**config.mk**
```make
export PLATFORM = sky130hd
export DESIGN_NAME = uart_tx_param
export DESIGN_NICKNAME = d
export VERILOG_FILES = /design/src/rtl/uart_pkg.sv /design/src/rtl/uart_baud_gen.sv /design/src/rtl/uart_tx_param.sv
export SDC_FILE = /design/constraint.sdc
export NUM_CORES = 1
export LEC_CHECK = 0
export CORE_UTILIZATION = 58
export CTS_CLUSTER_SIZE = 28
export DETAILED_ROUTE_END_ITERATION = 10
export PLACE_DENSITY = 0.79
export SYNTH_ARGS = -nofsm -noshare
export SYNTH_HDL_FRONTEND = slang
export SYNTH_SLANG_ARGS = --single-unit
```
**constraint.sdc**
```tcl
create_clock -name clk1 -period 7.9 [get_ports clk1]
set_clock_uncertainty 0.15 [all_clocks]
set_input_delay 1.58 -clock clk1 [delete_from_list [all_inputs] [get_ports clk1]]
set_output_delay 1.58 -clock clk1 [all_outputs]
set_load 0.03 [all_outputs]
```
**src/rtl/uart_pkg.sv**
```systemverilog
`default_nettype none
`timescale 1ns/1ps
// +----------------------------------------------------------------------+
// | Package     : uart_pkg                                               |
// | Description : Shared constants for the UART transmitter: FSM state   |
// |               encoding, parity_mode encoding and the line idle level.|
// | Revision    : 1.0  initial release                                   |
// +----------------------------------------------------------------------+
package uart_pkg;

  // FSM state encoding, kept as plain constants for legacy tool flows
  typedef logic [2:0] state_t;
  localparam state_t ST_IDLE   = 3'd0;
  localparam state_t ST_START  = 3'd1;
  localparam state_t ST_DATA   = 3'd2;
  localparam state_t ST_PARITY = 3'd3;
  localparam state_t ST_STOP   = 3'd4;

  // parity_mode encoding; 2'b11 behaves like no parity
  localparam logic [1:0] PAR_NONE  = 2'b00;
  localparam logic [1:0] PAR_EVEN  = 2'b01;
  localparam logic [1:0] PAR_ODD   = 2'b10;
  localparam logic [1:0] PAR_NONE2 = 2'b11;

  // Level of txd between frames and during stop bits
  localparam logic IDLE_LEVEL = 1'b1;

  // True when the frame carries a parity bit
  function automatic logic has_parity(input logic [1:0] mode);
    return (mode == PAR_EVEN) || (mode == PAR_ODD);
  endfunction

endpackage
`default_nettype wire

```
**src/rtl/uart_baud_gen.sv**
```systemverilog
`default_nettype none
`timescale 1ns/1ps
// +----------------------------------------------------------------------+
// | Module      : uart_baud_gen                                          |
// | Description : Bit-period tick generator. Emits one tick every        |
// |               max(div,1) clk1 cycles; restart zeroes the count so    |
// |               the following bit gets a full period.                  |
// | Revision    : 1.0  initial release                                   |
// +----------------------------------------------------------------------+
module uart_baud_gen #(
  parameter int DIV_W = 16
) (
  input  logic             clk1,
  input  logic             rst,
  input  logic             restart,
  input  logic [DIV_W-1:0] div,
  output logic             tick
);

  logic [DIV_W-1:0] cnt_q;
  logic [DIV_W-1:0] cnt_d;
  logic [DIV_W-1:0] div_eff;

  // Divisor 0 behaves as 1; tick on the last cycle of each bit period
  always_comb begin
    div_eff = (div == '0) ? DIV_W'(1) : div;
    tick    = 1'b0;
    cnt_d   = cnt_q + DIV_W'(1);
    if (restart) begin
      cnt_d = '0;
    end else if (cnt_q >= div_eff - DIV_W'(1)) begin
      tick  = 1'b1;
      cnt_d = '0;
    end
  end

  // Period counter register
  always_ff @(posedge clk1 or posedge rst) begin
    if (rst) cnt_q <= '0;
    else     cnt_q <= cnt_d;
  end

endmodule
`default_nettype wire

```
**src/rtl/uart_tx_param.sv**
```systemverilog
`default_nettype none
`timescale 1ns/1ps
// +----------------------------------------------------------------------+
// | Module      : uart_tx_param                                          |
// | Description : Parameterised UART transmitter. Start bit, DATA_W data |
// |               bits LSB first, optional even/odd parity, 1 or 2 stop  |
// |               bits. Frame settings are captured at frame load.       |
// |               Define UART_TX_FIFO_EN for a FIFO_DEPTH-word input     |
// |               FIFO; otherwise a single holding register is used.     |
// | Revision    : 1.0  initial release                                   |
// +----------------------------------------------------------------------+
module uart_tx_param
  import uart_pkg::*;
#(
  parameter int DATA_W     = 8,
  parameter int DIV_W      = 16,
  parameter int FIFO_DEPTH = 4
) (
  input  logic              clk1,
  input  logic              rst,
  input  logic [DIV_W-1:0]  baud_div,
  input  logic [1:0]        parity_mode,
  input  logic              stop2,
  input  logic [DATA_W-1:0] in_data,
  input  logic              in_valid,
  output logic              in_ready,
  output logic              txd,
  output logic              busy,
  output logic              tx_done
);

  localparam int             BCW      = $clog2(DATA_W);
  localparam logic [BCW-1:0] LAST_BIT = BCW'(DATA_W - 1);

  // Buffer-to-shifter handshake
  logic              buf_avail;
  logic [DATA_W-1:0] buf_data;
  logic              buf_pop;

`ifdef UART_TX_FIFO_EN
  localparam int AW = $clog2(FIFO_DEPTH);

  logic [DATA_W-1:0] mem_q [FIFO_DEPTH];
  logic [DATA_W-1:0] mem_d [FIFO_DEPTH];
  logic [AW-1:0]     wr_q, wr_d, rd_q, rd_d;
  logic [AW:0]       cnt_q, cnt_d;
  logic              push;

  // Full FIFO refuses pushes even when a pop happens in the same cycle
  assign in_ready  = (cnt_q != (AW+1)'(FIFO_DEPTH));
  assign push      = in_valid && in_ready;
  assign buf_avail = (cnt_q != '0);
  assign buf_data  = mem_q[rd_q];

  // Ring-buffer pointer and occupancy update
  always_comb begin
    mem_d = mem_q;
    wr_d  = wr_q;
    rd_d  = rd_q;
    if (push) begin
      mem_d[wr_q] = in_data;
      wr_d        = wr_q + AW'(1);
    end
    if (buf_pop) rd_d = rd_q + AW'(1);
    cnt_d = cnt_q + (AW+1)'(push) - (AW+1)'(buf_pop);
  end

  // FIFO storage and pointers
  always_ff @(posedge clk1 or posedge rst) begin
    if (rst) begin
      for (int i = 0; i < FIFO_DEPTH; i++) mem_q[i] <= '0;
      wr_q  <= '0;
      rd_q  <= '0;
      cnt_q <= '0;
    end else begin
      mem_q <= mem_d;
      wr_q  <= wr_d;
      rd_q  <= rd_d;
      cnt_q <= cnt_d;
    end
  end
`else
  logic              hold_valid_q, hold_valid_d;
  logic [DATA_W-1:0] hold_data_q, hold_data_d;

  assign in_ready  = !hold_valid_q;
  assign buf_avail = hold_valid_q;
  assign buf_data  = hold_data_q;

  // Holding register fills when empty and drains when the shifter loads
  always_comb begin
    hold_valid_d = hold_valid_q;
    hold_data_d  = hold_data_q;
    if (in_valid && in_ready) begin
      hold_valid_d = 1'b1;
      hold_data_d  = in_data;
    end else if (buf_pop) begin
      hold_valid_d = 1'b0;
    end
  end

  // Holding register
  always_ff @(posedge clk1 or posedge rst) begin
    if (rst) begin
      hold_valid_q <= 1'b0;
      hold_data_q  <= '0;
    end else begin
      hold_valid_q <= hold_valid_d;
      hold_data_q  <= hold_data_d;
    end
  end
`endif

  state_t            state_q, state_d;
  logic [DATA_W-1:0] shift_q, shift_d;
  logic [BCW-1:0]    bit_cnt_q, bit_cnt_d;
  logic              stop_cnt_q, stop_cnt_d;
  logic              txd_q, txd_d;
  logic              par_q, par_d;
  logic [1:0]        pmode_q, pmode_d;
  logic              stop2_q, stop2_d;
  logic [DIV_W-1:0]  div_q, div_d;
  logic              restart;
  logic              tick;
  logic              load;

  // Baud divisor is the value captured at frame load
  uart_baud_gen #(.DIV_W(DIV_W)) u_baud (
    .clk1    (clk1),
    .rst     (rst),
    .restart (restart),
    .div     (div_q),
    .tick    (tick)
  );

  // Frame sequencer; txd is registered from the next-state bit value
  always_comb begin
    state_d    = state_q;
    shift_d    = shift_q;
    bit_cnt_d  = bit_cnt_q;
    stop_cnt_d = stop_cnt_q;
    txd_d      = txd_q;
    par_d      = par_q;
    pmode_d    = pmode_q;
    stop2_d    = stop2_q;
    div_d      = div_q;
    restart    = 1'b0;
    load       = 1'b0;
    buf_pop    = 1'b0;
    tx_done    = 1'b0;
    case (state_q)
      ST_IDLE: begin
        if (buf_avail) begin
          load    = 1'b1;
          restart = 1'b1;
        end
      end
      ST_START: begin
        if (tick) begin
          state_d   = ST_DATA;
          bit_cnt_d = '0;
          txd_d     = shift_q[0];
        end
      end
      ST_DATA: begin
        if (tick) begin
          if (bit_cnt_q == LAST_BIT) begin
            if (has_parity(pmode_q)) begin
              state_d = ST_PARITY;
              txd_d   = par_q;
            end else begin
              state_d    = ST_STOP;
              txd_d      = IDLE_LEVEL;
              stop_cnt_d = 1'b0;
            end
          end else begin
            shift_d   = shift_q >> 1;
            bit_cnt_d = bit_cnt_q + BCW'(1);
            txd_d     = shift_q[1];
          end
        end
      end
      ST_PARITY: begin
        if (tick) begin
          state_d    = ST_STOP;
          txd_d      = IDLE_LEVEL;
          stop_cnt_d = 1'b0;
        end
      end
      ST_STOP: begin
        if (tick) begin
          if (stop2_q && !stop_cnt_q) begin
            stop_cnt_d = 1'b1;
          end else begin
            tx_done = 1'b1;
            if (buf_avail) begin
              // Next start bit follows directly; the counter has just wrapped
              load = 1'b1;
            end else begin
              state_d = ST_IDLE;
              txd_d   = IDLE_LEVEL;
            end
          end
        end
      end
      default: begin
        state_d = ST_IDLE;
        txd_d   = IDLE_LEVEL;
      end
    endcase
    if (load) begin
      buf_pop    = 1'b1;
      state_d    = ST_START;
      txd_d      = 1'b0;
      shift_d    = buf_data;
      par_d      = (^buf_data) ^ (parity_mode == PAR_ODD);
      pmode_d    = parity_mode;
      stop2_d    = stop2;
      div_d      = baud_div;
      bit_cnt_d  = '0;
      stop_cnt_d = 1'b0;
    end
  end

  // Sequencer registers
  always_ff @(posedge clk1 or posedge rst) begin
    if (rst) begin
      state_q    <= ST_IDLE;
      shift_q    <= '0;
      bit_cnt_q  <= '0;
      stop_cnt_q <= 1'b0;
      txd_q      <= IDLE_LEVEL;
      par_q      <= 1'b0;
      pmode_q    <= PAR_NONE;
      stop2_q    <= 1'b0;
      div_q      <= '0;
    end else begin
      state_q    <= state_d;
      shift_q    <= shift_d;
      bit_cnt_q  <= bit_cnt_d;
      stop_cnt_q <= stop_cnt_d;
      txd_q      <= txd_d;
      par_q      <= par_d;
      pmode_q    <= pmode_d;
      stop2_q    <= stop2_d;
      div_q      <= div_d;
    end
  end

  assign txd  = txd_q;
  assign busy = (state_q != ST_IDLE);

endmodule
`default_nettype wire

```
# After elaboration in Yosys (flattened, before gate mapping)
# Cells that the tools add are included.
[totals]
elab_cells = 109
reg_bits = 61
output_inout_bits = 4
input_bits = 30
[classes]
n_addsub = 3
muxes = 53
n_reduce_logical = 19
magnitude_cmp = 1
n_eq_ne = 20
bitwise_logic = 1
[op_table]
columns = ["operator", "n"]
rows = [
  ["2-to-1 mux 16 bit", 3],
  ["2-to-1 mux 3 bit", 13],
  ["2-to-1 mux 8 bit", 4],
  ["!= test 3 bit, second input constant", 10],
  ["2-to-1 mux 1 bit", 28],
  ["adder 16 x 1 -> 16 bit, second input constant", 1],
  ["greater-or-equal comparator 16 bit", 1],
  ["logical NOT 16 bit", 1],
  ["subtractor 16 x 1 -> 16 bit, second input constant", 1],
  ["case mux 3 bit (5 select lines)", 1],
  ["AND reduction 7 bit", 2],
  ["AND reduction 8 bit", 1],
  ["parity 8 bit", 1],
  ["equality test 3 x 2 -> 1 bit, second input constant", 2],
  ["equality test 3 bit, second input constant", 2],
  ["case mux 3 bit (2 select lines)", 1],
  ["nonzero test 2 bit", 3],
  ["nonzero test 3 bit", 2],
  ["case mux 1 bit (5 select lines)", 1],
  ["equality test 2 bit, second input constant", 2],
  ["!= test 2 bit, second input constant", 2],
  ["AND reduction 4 bit", 1],
  ["nonzero test 4 bit", 1],
  ["adder 3 x 1 -> 3 bit, second input constant", 1],
  ["other kinds (10)", 12],
]

# Longest topological paths before layout
[logic_depth]
depth_word = 11
mapped_depth = 18
ltp_nobuf = 16

# Modules after synthesis
# A second synthesis with hierarchy kept.
[unflattened]
hier_cells = 376
area_unflattened_um2 = 3601.0
[by_module_without_submodules]
columns = ["module", "instances", "area_each_um2", "seq_area_each_um2", "cells_each"]
rows = [
  ["uart_tx_param", 1, 2105.8, 1127.3, 215],
  ["uart_baud_gen", 1, 1495.2, 400.4, 161],
]

# Worst setup path after synthesis
# OpenSTA, ideal clock, no wires.
[synth_timing]
kind = "flip-flop to output port"
start = "register div_q[7]"
end = "output tx_done"
arrival_time_ps = 4630
path_slack_ps = 1540
n_path_buf = 1
path_stages_with_launch = 18
required_ps = 6170
cell_sequence = "dfrtp_1 or3_1 or3_1 or4_4 nor4_4 nor2_1 ha_1 nand2_1 nor2_1 xnor2_1 ha_1 nand4_1 or3_1 o41ai_2 or3_1 clkbuf_1 nand3_1 nor2_1"
[synth_via]
elab_chain_cells = 8
[synth_rtl]
columns = ["element", "line_no", "text"]
rows = [
  ["start: declaration", "uart_tx_param.sv:122", "logic [DIV_W-1:0] div_q, div_d;"],
  ["start signal: assignment", "uart_tx_param.sv:246", "div_q <= div_d;"],
  ["logical NOT 16 bit", "uart_baud_gen.sv:26", "div_eff = (div == '0) ? DIV_W'(1) : div;"],
  ["2-to-1 mux 16 bit (*)", "uart_baud_gen.sv:26", ""],
  ["subtractor 16 x 1 -> 16 bit (*)", "uart_baud_gen.sv:31", "end else if (cnt_q >= div_eff - DIV_W'(1)) begin"],
  ["greater-or-equal comparator 16 bit (*)", "uart_baud_gen.sv:31", ""],
  ["2-to-1 mux 1 bit (*)", "uart_baud_gen.sv:31", ""],
  ["2-to-1 mux 1 bit (*)", "uart_baud_gen.sv:29", "if (restart) begin"],
  ["2-to-1 mux 1 bit (*)", "uart_tx_param.sv:191", "if (tick) begin"],
  ["2-to-1 mux 1 bit (*)", "uart_tx_param.sv:151", "case (state_q)"],
  ["end: declaration", "uart_tx_param.sv:29", "output logic tx_done"],
]
# Every way passes the cells marked *; elsewhere a longest branch is shown, timed or not.

# Worst setup path in the final report
# Ends and elaborated chain as after synthesis.

==> flow_metrics.tcl <==
set metrics [dict create \
    status "completed" \
    crit_required_ns 6.17 \
    synth_edf_count 0 \
    synth_area_leaders "dfrtp_1 42%, mux2_4 8.4%, ha_1 7.0%, xnor2_1 4.6%, xor2_1 3.2%" \
    rows 28 \
    post_cts_buffers 0 \
    nFillCells 456 \
    die_y_um 80.7 \
    finalNonFillerCells 444 \
    finalPower_mw 1.42 \
    crit_path_max_incr_delay_ns 0.67 \
    ant_nets 0 \
    fin_crit_sh 0.948 \
    nNetsFinal 414 \
    h-tree-depth 3 \
    sequentialPowerShare 0.383 \
    yosysTopAreaCell "dfrtp_1" \
    cts_buffers 9 \
    max_freq_ghz 0.134 \
    timing.final.hold_violations 0 \
    cpMaxStageDelayCell "clkdlybuf4s50_1" \
    yosys.area.top_type_share 0.418 \
    syn_area_per_cell_um2 10.8 \
    synth_seq_cells 61 \
    io_pins 34 \
    synth-xor-area-share 0.0780 \
    cts_root_buf "clkbuf_8" \
    drive_gt1_frac 0.152 \
    fin_util 0.697 \
    synth-simple-area-share 0.171 \
    grt_antenna_before_repair 0 \
    yosys.cell_types.count 53 \
    first_pass_iters 4 \
    sw_frac_of_total 0.365 \
    powerDensity_nw_per_um2 341 \
    cts_resized 0 \
    synthArstFlopShare 1.00 \
    die_area_um2 6510 \
    hold_class "flip-flop to flip-flop" \
    finalSetupTns_ns 0 \
    final_common_cell "dfrtp_1" \
    syn_nets 381 \
    report.final.slew_viol_count 0 \
    cts_sinks 61 \
    grt_first_pass_wirelength_um 12400 \
    tightest_slew_ns 0.975 \
    avgViaCountPerCell 5.95 \
    synth_fa_ha_area_frac 0.0697 \
    grt_pass1_vias 2713 \
    drt_iter0_drc 137 \
    p_switching_mw 0.517 \
    antenna_cells 0 \
    crit_arrival_ns 5.76 \
    layout_common_cells "60 x dfrtp_1, 33 x clkdlybuf4s50_1, 30 x nor2_1, 20 x mux2_4, 20 x ha_1" \
    crit_chain "or3_1, or3_1, or4_4, nor4_4, nor2_1, ha_1, nand2_1, nor2_1, xnor2_1, ha_1, nand4_1, or3_1, o41ai_2, or3_1, nand3_1, nor2_1, clkdlybuf4s50_1" \
    ys.flop_type "dfrtp_1" \
    hold_buffers 0 \
    worst_setup_path_start_kind "flip-flop" \
    power_frac_clock 0.196 \
    synth.area.mux_share 0.121 \
    p_int_mw 0.900 \
    synth_compound_area_frac 0.109 \
    grt_usage 0.259 \
    synth_cells 331 \
    wirelength_um 7530 \
    cts_tree "yes" \
    hold_ws_ns 0.360 \
    pwr-share-comb 0.421 \
    grt_start_max_net_pins 62 \
    setup_viol 0 \
    portBuffers 33 \
    drc 0 \
    area_growth_pct 15.7 \
    fp.dieW_um 80.7 \
    rsz0062_at_grt "false" \
    clk_pin_slew_ns 0.07 \
    ir_drop_v 0.000210 \
    crit_path_end_kind "output pin" \
    yosys_warnings 0 \
    coreArea_um2 5960 \
    place.gp.congestion 0.885 \
    relSlewSlack 0.342 \
    grt-ovfl-total 0 \
    leakage_nw 1.81 \
    path_class "flip-flop to output pin" \
    drv_cap 0 \
    wl_per_cell_um 17.0 \
    period_needed_ns 7.49 \
    vias 2643 \
    synth_area_um2 3590 \
    timing.critical_path.buf_inv 1 \
    synth_top_family_by_area "simple AND/OR/NAND/NOR gates" \
    synth-seq-area-share 0.425 \
    clk_path_buf_depth 2 \
    dp.cells 428 \
    cp_top_family "simple AND/OR/NAND/NOR gates" \
    crit_fanout 7 \
    clk_latency_ns 0.35 \
    path_common_cell "or3_1" \
    start_util 0.603 \
    place_hpwl_um 5240 \
]
==> power by group through the flow <==
stage | Sequential, mW | Clock (mW) | Combinational (mW)
after floorplan | 0.508 | 0 | 0.493
after global placement | 0.539 | 0 | 0.568
after detailed placement | 0.541 | 0 | 0.593
after CTS | 0.539 | 0.286 | 0.601
after global routing | 0.559 | 0.298 | 0.663
final | 0.543 | 0.279 | 0.597
==> stage by stage <==
stage / worst slack, ns / area (µm²)
floorplan: 1.54 / 3590
global placement: 0.966 / 3950
finish: 0.411 / 4150
global route: 0.00263 / 4150
detailed placement: 0.825 / 3950
CTS: 0.427 / 4150
==> worst reg2reg max path: stages (launching register included) <==
cell and delay, ns:
dfrtp_1 0.42, or3_1 0.41, or3_1 0.37, or4_4 0.47
nor4_4 0.41, nor2_1 0.15, ha_1 0.25, nand2_1 0.17
nor2_1 0.08, xnor2_1 0.13, ha_1 0.32, nand4_1 0.12
or3_1 0.42, o41ai_2 0.47, or4_1 0.60, and2_4 0.61
mux2_4 0.36
==> state kept, by name (all words and copies together), names as in the netlist <==
register / flops
state_q: 3
bit_cnt_q: 3
par_q: 1
shift_q: 8
stop2_q: 1
buf_avail: 1
buf_data: 8
div_q: 16
txd: 1
stop_cnt_q: 1
pmode_q: 2
u_baud.cnt_q: 16
==> cells in the mapped netlist, types with 2 or more instances <==
library cell,count
xnor2_1,19
inv_1,7
o21a_1,3
a32o_1,2
nand3_1,8
a21oi_1,17
buf_6,3
dfrtp_1,60
o21ai_0,10
or3_1,6
or2_2,2
o21ai_1,2
and2_1,8
xor2_1,13
clkbuf_1,7
nor2_1,30
mux2_4,20
and4_1,2
mux2i_1,2
nand2b_1,6
nand4_1,3
nor3_1,11
ha_1,20
nand2_1,14
or4_1,2
mux2_1,2
mux2_2,8
nor2b_1,8
a221o_1,7
and3_1,6
==> layout make-up <==
class	count	area (µm²)	share of cell area
multi-input combinational	251	1970	0.474
sequential	61	1530	0.368
timing repair buffer	34	338	0.0813
clock buffer	10	138	0.0331
tap	75	93.8	0.0226
clock inverter	6	62.6	0.0151
inverter	7	26.3	0.00633
==> path summary, 6_finish.rpt <==
| kind | to | slack, ns | from | depth (start not counted) |
|---|---|---|---|---|
| max | tx_done | 0.41 | div_q[7] | 17 |
| min reg2reg | shift_q[3] | 0.36 | shift_q[4] | 1 |
| max reg2reg | div_q[11] | 1.89 | div_q[7] | 16 |
| min | shift_q[3] | 0.36 | shift_q[4] | 1 |
| max in group asynchronous | div_q[3] | 5.50 | rst | 3 |
| min in group asynchronous | buf_data[4] | 1.62 | rst | 3 |
==> cell families (layout without fill, tap and decap cells) <==
| group | Yosys count | count (layout) |
|---|---|---|
| adder cells (fa/ha/maj) | 20 | 20 |
| buffers and inverters | 19 | 57 |
| multiplexers | 32 | 32 |
| AO/OA/AOI/OAI | 54 | 54 |
| flip-flops | 61 | 61 |
| AND/OR/NAND/NOR | 113 | 113 |
| XOR/XNOR | 32 | 32 |
==> metal layers <==
layer,up-vias,track usage,part of all wire
met5,-,0,0
met4,0,0.114,0.029
met3,24,0.0841,0.051
met2,91,0.458,0.50
met1,1282,0.279,0.42
li1,1246,-,-
Note: power is estimated with default switching activity, not from simulation.
